### src/rtl/font_pkg.sv
// Shared font constants, glyph FSM state type and ROM address helper
// for the 8x16 glyph reader.
package font_pkg;
  localparam int GLYPH_ROWS = 16;
  localparam int GLYPH_COLS = 8;
  localparam int FONT_AW    = 12;

  typedef enum logic [1:0] {ST_IDLE, ST_FETCH, ST_DRAIN, ST_EMIT} glyph_state_t;

  typedef struct packed {
    logic [7:0] data;
    logic       last;
  } col_beat_t;

  function automatic logic [FONT_AW-1:0] glyph_addr(input logic [7:0] code, input logic [3:0] row);
    return {code, row};
  endfunction
endpackage

### src/rtl/font_glyph_reader_if.sv
// Glyph reader bus: character request, font ROM pins and column stream.
// slave is the reader's view; master is the surrounding system's view.
interface font_glyph_reader_if;
  import font_pkg::*;

  logic               char_valid;
  logic [7:0]         char_code;
  logic               char_ready;
  logic [FONT_AW-1:0] rom_ad;
  logic               rom_ce;
  logic               rom_oce;
  logic [7:0]         rom_dout;
  logic               col_valid;
  logic               col_ready;
  logic [7:0]         col_data;
  logic               col_last;
  logic               busy;

  modport slave (
    input  char_valid, char_code, rom_dout, col_ready,
    output char_ready, rom_ad, rom_ce, rom_oce, col_valid, col_data, col_last, busy
  );

  modport master (
    output char_valid, char_code, rom_dout, col_ready,
    input  char_ready, rom_ad, rom_ce, rom_oce, col_valid, col_data, col_last, busy
  );
endinterface

### src/rtl/font_glyph_reader.sv
// Reads one 8x16 glyph (16 row bytes) from the font ROM and re-emits it as
// 16 column bytes in SSD1306 page order: page 0 cols 0-7, then page 1 cols 0-7.
module font_glyph_reader
  import font_pkg::*;
#(
  parameter int ROM_LATENCY = 1
) (
  input logic                clk,
  input logic                reset,
  font_glyph_reader_if.slave bus
);

  glyph_state_t state_q, state_d;
  logic [7:0]   code_q;
  logic [3:0]   row_q;
  logic [3:0]   k_q;
  logic [GLYPH_ROWS-1:0][GLYPH_COLS-1:0] rowbuf;

  // Read tags ride alongside the ROM latency; stage ROM_LATENCY lines up with rom_dout.
  logic [ROM_LATENCY:1]      vld_pipe;
  logic [ROM_LATENCY:1][3:0] tag_pipe;

  logic      issue;
  logic      accept;
  logic      col_hs;
  logic      last_back;
  col_beat_t beat;

  assign issue     = (state_q == ST_FETCH);
  assign accept    = (state_q == ST_IDLE) && bus.char_valid;
  assign col_hs    = (state_q == ST_EMIT) && bus.col_ready;
  assign last_back = vld_pipe[ROM_LATENCY] && (tag_pipe[ROM_LATENCY] == 4'hF);

  always_ff @(posedge clk) begin
    if (reset) begin
      state_q  <= ST_IDLE;
      row_q    <= '0;
      k_q      <= '0;
      vld_pipe <= '0;
    end else begin
      state_q     <= state_d;
      vld_pipe[1] <= issue;
      for (int i = 2; i <= ROM_LATENCY; i++) vld_pipe[i] <= vld_pipe[i-1];
      if (accept) begin
        row_q <= '0;
        k_q   <= '0;
      end else begin
        if (issue && row_q != 4'hF) row_q <= row_q + 4'd1;
        if (col_hs && k_q != 4'hF)  k_q   <= k_q + 4'd1;
      end
    end
  end

  // Data-path state carries no reset; an aborted glyph's leftovers are never emitted.
  always_ff @(posedge clk) begin
    if (accept) code_q <= bus.char_code;
    tag_pipe[1] <= row_q;
    for (int i = 2; i <= ROM_LATENCY; i++) tag_pipe[i] <= tag_pipe[i-1];
    if (vld_pipe[ROM_LATENCY]) rowbuf[tag_pipe[ROM_LATENCY]] <= bus.rom_dout;
  end

  always_comb begin
    state_d = state_q;
    unique case (state_q)
      ST_IDLE:  if (bus.char_valid)              state_d = ST_FETCH;
      ST_FETCH: if (row_q == 4'hF)               state_d = ST_DRAIN;
      ST_DRAIN: if (last_back)                   state_d = ST_EMIT;
      ST_EMIT:  if (col_hs && k_q == 4'hF)       state_d = ST_IDLE;
      default:                                   state_d = ST_IDLE;
    endcase
  end

  always_comb begin
    bus.char_ready = (state_q == ST_IDLE);
    bus.busy       = (state_q != ST_IDLE);
    bus.rom_ce     = issue;
    bus.rom_oce    = issue;
    bus.rom_ad     = issue ? glyph_addr(code_q, row_q) : '0;
    bus.col_valid  = (state_q == ST_EMIT);
    beat           = '0;
    if (state_q == ST_EMIT) begin
      // Bit b of column c in page p is pixel (7-c) of row 8p+b.
      for (int b = 0; b < GLYPH_COLS; b++)
        beat.data[b] = rowbuf[{k_q[3], b[2:0]}][3'd7 - k_q[2:0]];
      beat.last = (k_q == 4'hF);
    end
    bus.col_data = beat.data;
    bus.col_last = beat.last;
  end

endmodule

### src/flat_wrapper.sv
// flat-port wrapper written by rule: the top's interface ports become plain ports
module font_glyph_reader_flat import font_pkg::*;
#(
  parameter int ROM_LATENCY = 1
)
  (clk, reset, bus_char_valid, bus_char_code, bus_rom_dout, bus_col_ready, bus_char_ready, bus_rom_ad, bus_rom_ce, bus_rom_oce, bus_col_valid, bus_col_data, bus_col_last, bus_busy);
  font_glyph_reader_if bus_i ();
  input logic clk;
  input logic reset;
  input wire logic [$bits(bus_i.char_valid)-1:0] bus_char_valid;
  input wire logic [$bits(bus_i.char_code)-1:0] bus_char_code;
  input wire logic [$bits(bus_i.rom_dout)-1:0] bus_rom_dout;
  input wire logic [$bits(bus_i.col_ready)-1:0] bus_col_ready;
  output wire logic [$bits(bus_i.char_ready)-1:0] bus_char_ready;
  output wire logic [$bits(bus_i.rom_ad)-1:0] bus_rom_ad;
  output wire logic [$bits(bus_i.rom_ce)-1:0] bus_rom_ce;
  output wire logic [$bits(bus_i.rom_oce)-1:0] bus_rom_oce;
  output wire logic [$bits(bus_i.col_valid)-1:0] bus_col_valid;
  output wire logic [$bits(bus_i.col_data)-1:0] bus_col_data;
  output wire logic [$bits(bus_i.col_last)-1:0] bus_col_last;
  output wire logic [$bits(bus_i.busy)-1:0] bus_busy;
  assign bus_i.char_valid = bus_char_valid;
  assign bus_i.char_code = bus_char_code;
  assign bus_i.rom_dout = bus_rom_dout;
  assign bus_i.col_ready = bus_col_ready;
  assign bus_char_ready = bus_i.char_ready;
  assign bus_rom_ad = bus_i.rom_ad;
  assign bus_rom_ce = bus_i.rom_ce;
  assign bus_rom_oce = bus_i.rom_oce;
  assign bus_col_valid = bus_i.col_valid;
  assign bus_col_data = bus_i.col_data;
  assign bus_col_last = bus_i.col_last;
  assign bus_busy = bus_i.busy;
  font_glyph_reader #(.ROM_LATENCY(ROM_LATENCY)) u_core (.clk(clk), .reset(reset), .bus(bus_i));
endmodule
### config.mk
export PLATFORM = sky130hd
export DESIGN_NAME = font_glyph_reader_flat
export DESIGN_NICKNAME = d
export VERILOG_FILES = /design/src/rtl/font_pkg.sv /design/src/rtl/font_glyph_reader_if.sv /design/src/rtl/font_glyph_reader.sv /design/src/flat_wrapper.sv
export SDC_FILE = /design/constraint.sdc
export NUM_CORES = 1
export LEC_CHECK = 0
export CORE_MARGIN = 3
export CORE_UTILIZATION = 62
export CTS_BUF_LIST = sky130_fd_sc_hd__clkbuf_4
export CTS_CLUSTER_DIAMETER = 80
export CTS_CLUSTER_SIZE = 24
export DETAILED_ROUTE_END_ITERATION = 8
export PLACE_DENSITY = 0.81
export SLEW_MARGIN = 10
export SYNTH_ARGS = -nofsm -noshare
export SYNTH_HDL_FRONTEND = slang
export SYNTH_SLANG_ARGS = --single-unit
### constraint.sdc
create_clock -name clk -period 3.5 [get_ports clk]
set_input_delay 0.525 -clock clk [delete_from_list [all_inputs] [get_ports clk]]
set_output_delay 0.525 -clock clk [all_outputs]
set_load 0.005 [all_outputs]
==> flow_metrics.env, run 1 <==
export IMPL_regArea_mm2=0.00439
export IMPL_worstSetupStartpointType="flop"
export IMPL_avgRoutedWirePerCell_um=20.4
export IMPL_syn_to_final_growth_pct=14.2
export IMPL_final_setup_tns_ns=0
export IMPL_grt_max_degree=27
export IMPL_setup_slack_ns=0.222
export IMPL_async_reset_ff_share_pct=0
export IMPL_viasPerCell=5.99
export IMPL_die_height_um=106
export IMPL_cts_hold_repair_buffers=0
export IMPL_cts_num_sinks=151
export IMPL_nets=457
export IMPL_intPower_mw=2.91
export IMPL_final_hold_viol_count=0
export IMPL_path_cells="buf_4, mux2i_1, a22oi_1, nand2_1, o21ai_1, clkdlybuf4s50_1"
export IMPL_fmax_mhz=305
export IMPL_finalCritPeriodShare_pct=93.7
export IMPL_slew_headroom_pct=23.5
export IMPL_io_pins=46
export IMPL_clkPwrFrac_pct=33.1
export IMPL_grt_pass1_vias=3532
export IMPL_p_leak_nw=2.21
export IMPL_htree_levels=4
export IMPL_synth_edff_count=136
export IMPL_fillers=602
export IMPL_antenna_found_initial=0
export IMPL_hold_ws_ns=0.412
export IMPL_num_rows=35
export IMPL_slowest_stage="dfxtp_4"
export IMPL_p_total_mw=3.77
export IMPL_seq_area_frac_synth_pct=71.2
export IMPL_grt_ovfl_total=0
export IMPL_multi_input_area_mm2=0.00158
export IMPL_wl_met3_um=781
export IMPL_pwr_share_seq_pct=54.8
export IMPL_power_net_switching_uw=869
export IMPL_finalClockSkew_ns=0.0144
export IMPL_antenna_left=0
export IMPL_hold_class="flop to flop"
export IMPL_ys_top_cells_by_area="edfxtp_1, mux2i_1, dfxtp_1"
export IMPL_finalMaxSlewViolations=0
export IMPL_yosysUniqueCellTypes=41
export IMPL_syn_num_nets=401
export IMPL_hpwl_um=7560
export IMPL_wl_met2_um=5980
export IMPL_pwr_density_cell_mw_per_mm2=537
export IMPL_cts_setup_buffers=0
export IMPL_root_buffer="clkbuf_4"
export IMPL_yosys_warnings=0
export IMPL_max_cap_violations=0
export IMPL_ys_ff_latch=151
export IMPL_die_w_um=106
export IMPL_outcome="finished clean"
export IMPL_routabilityCongestion=0.821
export IMPL_die_area_mm2=0.0112
export IMPL_grt_pass1_wl_um=18400
export IMPL_synthCells=375
export IMPL_synth_top_area_share_pct=66.3
export IMPL_ctsLongestPathBuffers=2
export IMPL_initial_utilization_pct=65.1
export IMPL_timing_final_crit_period_ns=3.28
export IMPL_cts_tree="built"
export IMPL_crit_type="flop to output pin"
export IMPL_path_max_fanout=26
export IMPL_clk_pin_slew_worst_paths_ns=0.12
export IMPL_yosysTopAreaCell="edfxtp_1"
export IMPL_routed_wl_um=11700
export IMPL_worstPathRequired_ns=2.97
export IMPL_wl_met1_um=4750
export IMPL_syn_cell_area_mm2=0.00616
export IMPL_cts_buffers=17
export IMPL_irDropWorstVdd_mv=0.351
export IMPL_first_pass_iters=5
export IMPL_vias=3430
export IMPL_cp_slowest_stage_delay_ns=0.63
export IMPL_synth_flop_cell="edfxtp_1"
export IMPL_port_buffers=45
export IMPL_cp_arrival_ns=2.75
export IMPL_pre_cts_ws_ns=0.817
export IMPL_setup_worst_path_end_class="output pin"
export IMPL_rsz0062_at_grt="false"
export IMPL_insertion_delay_ns=0.52
export IMPL_drc=0
export IMPL_highest_layer="met4"
export IMPL_drive_gt1_share_pct=10.8
export IMPL_tightest_slew_ns=1.14
export IMPL_grtUsageTotal_pct=22.2
export IMPL_power_frac_comb_pct=12.1
export IMPL_coreArea_mm2=0.00946
export IMPL_p_sw_share_pct=23.0
export IMPL_first_iter_violations=274
export IMPL_cts_resized=0
export IMPL_diodes=0
export IMPL_setup_viol=0
export IMPL_avgSynthCellArea_um2=16.4
[through the flow]
stage               cell area [um^2]  instances  util, %
floorplan                       6160        375        -
global placement                6680        541     70.6
detailed placement              6680        541     70.6
CTS                             7030        573     74.3
global route                    7030        573     74.3
finish                          7030        573     74.3
[sequential cells by signal (all words and copies together) (netlist names)]
signal and count:
u_core.code_q 8, u_core.k_q 4, u_core.row_q 4, u_core.rowbuf 128, u_core.state_q 2, u_core.tag_pipe 4
u_core.vld_pipe 1
[synth_stat cells (2+ instances only)]
library cell,number
nand2b_1,6
dfxtp_1,15
o21ai_1,6
and3_1,2
mux4_1,6
nor2b_1,7
a31oi_1,3
o31ai_2,2
a22o_1,2
a21oi_1,4
a211oi_1,2
buf_8,2
edfxtp_1,136
o21ai_0,2
nor2_1,19
inv_1,5
nand3b_1,2
nand2_1,12
nand3_1,12
and2_1,15
mux2i_1,52
buf_12,3
clkbuf_1,4
a22oi_1,24
ha_1,6
buf_6,2
nor3_1,5
buf_4,3
buf_2,3
xnor2_1,2
[power groups by stage]
stage / clock network, mW / registers, mW / logic, mW
CTS: 1.26 / 2.07 / 0.459
global route: 1.34 / 2.08 / 0.502
global placement: 0 / 2.11 / 0.442
floorplan: 0 / 2.10 / 0.229
finish: 1.25 / 2.07 / 0.455
detailed placement: 0 / 2.11 / 0.454
[final timing paths]
kind	startpoint	end	slack (ns)	cells past startpoint
setup / recovery	u_core.k_q[3]	bus_col_data[7]	0.22	6
hold / removal	u_core.row_q[3]	u_core.tag_pipe[3]	0.41	0
setup reg to reg	u_core.k_q[1]	u_core.state_q[1]	1.57	5
hold reg to reg	u_core.row_q[3]	u_core.tag_pipe[3]	0.41	0
[layout make-up]
class,instances,area share [%]
Sequential cell,151,62.4
Clock inverter,15,3.19
Clock buffer,17,1.82
Timing Repair Buffer,55,7.48
Multi-Input combinational cell,201,22.5
Tap cell,129,2.30
Inverter,5,0.267
[worst max-delay path: cells and delay by family (launching register included)]
family | cells | cell delay [ns]
AO/OA/AOI/OAI | 2 | 0.42
AND/OR/NAND/NOR | 1 | 0.07
flip-flops | 1 | 0.63
buffers and inverters | 2 | 0.96
multiplexers | 1 | 0.13
[cells by family after synthesis]
| logic type | share of synthesized area (%) |
|---|---|
| DFF | 71.2 |
| and+or+nand+nor | 7.36 |
| muxes | 11.0 |
| AOI/OAI and AO/OA | 5.69 |
| buffers and inverters | 3.07 |
| adders and majority gates | 1.22 |
| xor gates and xnor gates | 0.427 |
[layer usage]
| layer | track usage [%] | vias to the layer above |
|---|---|---|
| li1 | - | 1569 |
| met1 | 28.0 | 1702 |
| met2 | 36.5 | 137 |
| met3 | 6.80 | 22 |
| met4 | 8.14 | 0 |
| met5 | 0 | - |
[cells in the final DEF, fill, tap and decap left out, types with 3 or more instances in the layout]
cell type and instances:
a21oi_1 4, a22oi_1 24, a31oi_1 3, and2_1 15, buf_4 10, bufinv_16 5
clkbuf_4 17, clkdlybuf4s50_1 45, clkinvlp_4 3, dfxtp_1 14, edfxtp_1 136, ha_1 6
inv_1 5, inv_6 4, mux2i_1 52, mux4_1 6, nand2_1 12, nand2b_1 6
nand3_1 12, nor2_1 19, nor2b_1 7, nor3_1 5, o21ai_1 6
(Power assumes the default switching activity.)
==> run 2: changes to the inputs <==
- ABC_CLOCK_PERIOD_IN_PS: not set -> 3500
- SKIP_CTS_REPAIR_TIMING: not set -> 1
==> results of run 2 <==
Final layout, timing and power as in run 1 (identical DEF).
==> run 3: changes to the inputs <==
- ABC_CLOCK_PERIOD_IN_PS: 3500 -> not set
- CTS_CLUSTER_DIAMETER: 80 -> not set
- PLACE_DENSITY: 0.81 -> 0.84
==> run 3 against run 2 <==
Register-to-register slack is essentially flat; die area unchanged; global-route usage rose by 1.0 points; clock skew shrank 0.00058 ns; sequential share of layout area increased by 0.83 points; combinational power about the same; critical path type unchanged.
==> flow_metrics.env, run 3 (synthesized netlist as in run 1, its figures left out) <==
export IMPL_worstPathRequired_ns=2.97
export IMPL_min_to="u_core.tag_pipe[3]"
export IMPL_root_buffer="clkbuf_4"
export IMPL_r2r_cells=2
export IMPL_die_height_um=106
export IMPL_grt_pass1_vias=3510
export IMPL_final_area_mm2=0.00694
export IMPL_first_iter_violations=240
export IMPL_antenna_left=0
export IMPL_clkPwrFrac_pct=27.7
export IMPL_whs_path_depth=0
export IMPL_timing_final_crit_period_ns=3.28
export IMPL_grt_max_degree=29
export IMPL_hold_start="u_core.row_q[3]"
export IMPL_insertion_delay_ns=0.52
export IMPL_path_cells="nor2b_1, a22oi_1, nand3_1, o31ai_2, clkdlybuf4s50_1"
export IMPL_p_sw_share_pct=25.1
export IMPL_rsz0062_at_grt="false"
export IMPL_hold_class="flop to flop"
export IMPL_power_frac_comb_pct=12.9
export IMPL_finalCritPeriodShare_pct=93.7
export IMPL_grtUsageTotal_pct=23.2
export IMPL_crit_type="flop to output pin"
export IMPL_slowest_stage="nor2b_1"
export IMPL_path_max_fanout=12
export IMPL_viasPerCell=6.06
export IMPL_outcome="finished clean"
export IMPL_placed_cell_area_mm2=0.00667
export IMPL_final_cell_mix="edfxtp_1, mux2i_1, clkdlybuf4s50_1, a22oi_1, nor2_1"
export IMPL_finalClockSkew_ns=0.0139
export IMPL_port_buffers=45
export IMPL_die_w_um=106
export IMPL_hpwl_um=7640
export IMPL_fillers=634
export IMPL_diodes=0
export IMPL_pwr_share_seq_pct=59.4
export IMPL_initial_utilization_pct=65.1
export IMPL_cts_tree="built"
export IMPL_pwr_density_cell_mw_per_mm2=503
export IMPL_fmax_mhz=305
export IMPL_htree_levels=4
export IMPL_drive_gt1_share_pct=11.1
export IMPL_irDropWorstVdd_mv=0.437
export IMPL_intPower_mw=2.61
export IMPL_clk_pin_slew_worst_paths_ns=0.12
export IMPL_syn_to_final_growth_pct=12.7
export IMPL_finalMaxSlewViolations=0
export IMPL_setup_worst_path_end_class="output pin"
export IMPL_num_rows=35
export IMPL_power_net_switching_uw=877
export IMPL_reg2reg_to="u_core.rowbuf[65]"
export IMPL_cpLargestDelayFamily="simple AND/OR/NAND/NOR gates"
export IMPL_p_leak_nw=2.16
export IMPL_antenna_found_initial=0
export IMPL_ctsLongestPathBuffers=2
export IMPL_rr_startpoint="u_core.vld_pipe"
export IMPL_tightest_slew_ns=1.17
export IMPL_first_pass_iters=5
export IMPL_cp_slowest_stage_delay_ns=0.93
export IMPL_grt_ovfl_total=0
export IMPL_r2r_slack_ns=1.58
export IMPL_routed_wl_um=12200
export IMPL_largest_reg_flops=128
export IMPL_cp_arrival_ns=2.75
export IMPL_drc=0
export IMPL_cp_buffers_inverters=1
export IMPL_final_hold_viol_count=0
export IMPL_slew_headroom_pct=21.6
export IMPL_max_cap_violations=0
export IMPL_setup_viol=0
export IMPL_io_pins=46
export IMPL_die_area_mm2=0.0112
export IMPL_avgRoutedWirePerCell_um=21.4
export IMPL_final_common_cell="edfxtp_1"
export IMPL_final_setup_tns_ns=0
export IMPL_vias=3464
export IMPL_routabilityCongestion=0.849
export IMPL_cts_num_sinks=151
export IMPL_nets=456
export IMPL_cts_buffers=17
export IMPL_grt_pass1_wl_um=19100
export IMPL_coreArea_mm2=0.00946
export IMPL_worstSetupStartpointType="flop"
-- run 3: how the worst max path moves through the flow --
stage                          from  slack (ns)  cells past startpoint               end
floorplan           u_core.vld_pipe        1.68                      2  u_core.rowbuf[0]
global placement      u_core.k_q[3]        0.81                      5   bus_col_data[6]
detailed placement    u_core.k_q[0]        0.79                      5   bus_col_data[5]
CTS                   u_core.k_q[0]        0.16                      5   bus_col_data[5]
global route          u_core.k_q[0]        0.03                      5   bus_col_data[5]
finish                u_core.k_q[0]        0.22                      5   bus_col_data[5]
-- run 3: routing by layer --
layer / part of all wire, % / vias to the layer above / GRT usage [%]
li1: - / 1572 / -
met1: 41 / 1716 / 29.9
met2: 50 / 149 / 38.1
met3: 7.0 / 27 / 4.90
met4: 2.2 / 0 / 10.9
met5: 0 / - / 0
-- run 3: layout make-up --
class,instances,area (um^2),area share [%]
clock buffer,17,128,1.84
tap,129,161,2.33
sequential,151,4390,63.3
inverter,5,18.8,0.271
timing repair buffer,54,518,7.47
clock inverter,15,129,1.86
multi-input combinational,201,1590,23.0
-- run 3: stage by stage --
| step | std cells | total power [mW] | hold slack, ns | setup slack, ns | utilization (%) |
|---|---|---|---|---|---|
| after CTS | 572 | 3.51 | 0.414 | 0.158 | 73.2 |
| after global placement | 540 | 2.54 | 0.391 | 0.808 | 70.5 |
| after global routing | 572 | 3.64 | 0.418 | 0.0315 | 73.3 |
| final | 572 | 3.49 | 0.412 | 0.221 | 73.3 |
| after floorplan | 375 | 2.33 | 0.371 | 1.68 | - |
| after detailed placement | 540 | 2.56 | 0.395 | 0.786 | 70.5 |
-- run 3: power groups by stage --
| stage | clock (mW) | sequential, mW | combinational (mW) |
|---|---|---|---|
| floorplan | 0 | 2.10 | 0.229 |
| global placement | 0 | 2.11 | 0.438 |
| detailed placement | 0 | 2.11 | 0.450 |
| CTS | 0.988 | 2.07 | 0.454 |
| global route | 1.06 | 2.08 | 0.498 |
| finish | 0.965 | 2.07 | 0.452 |
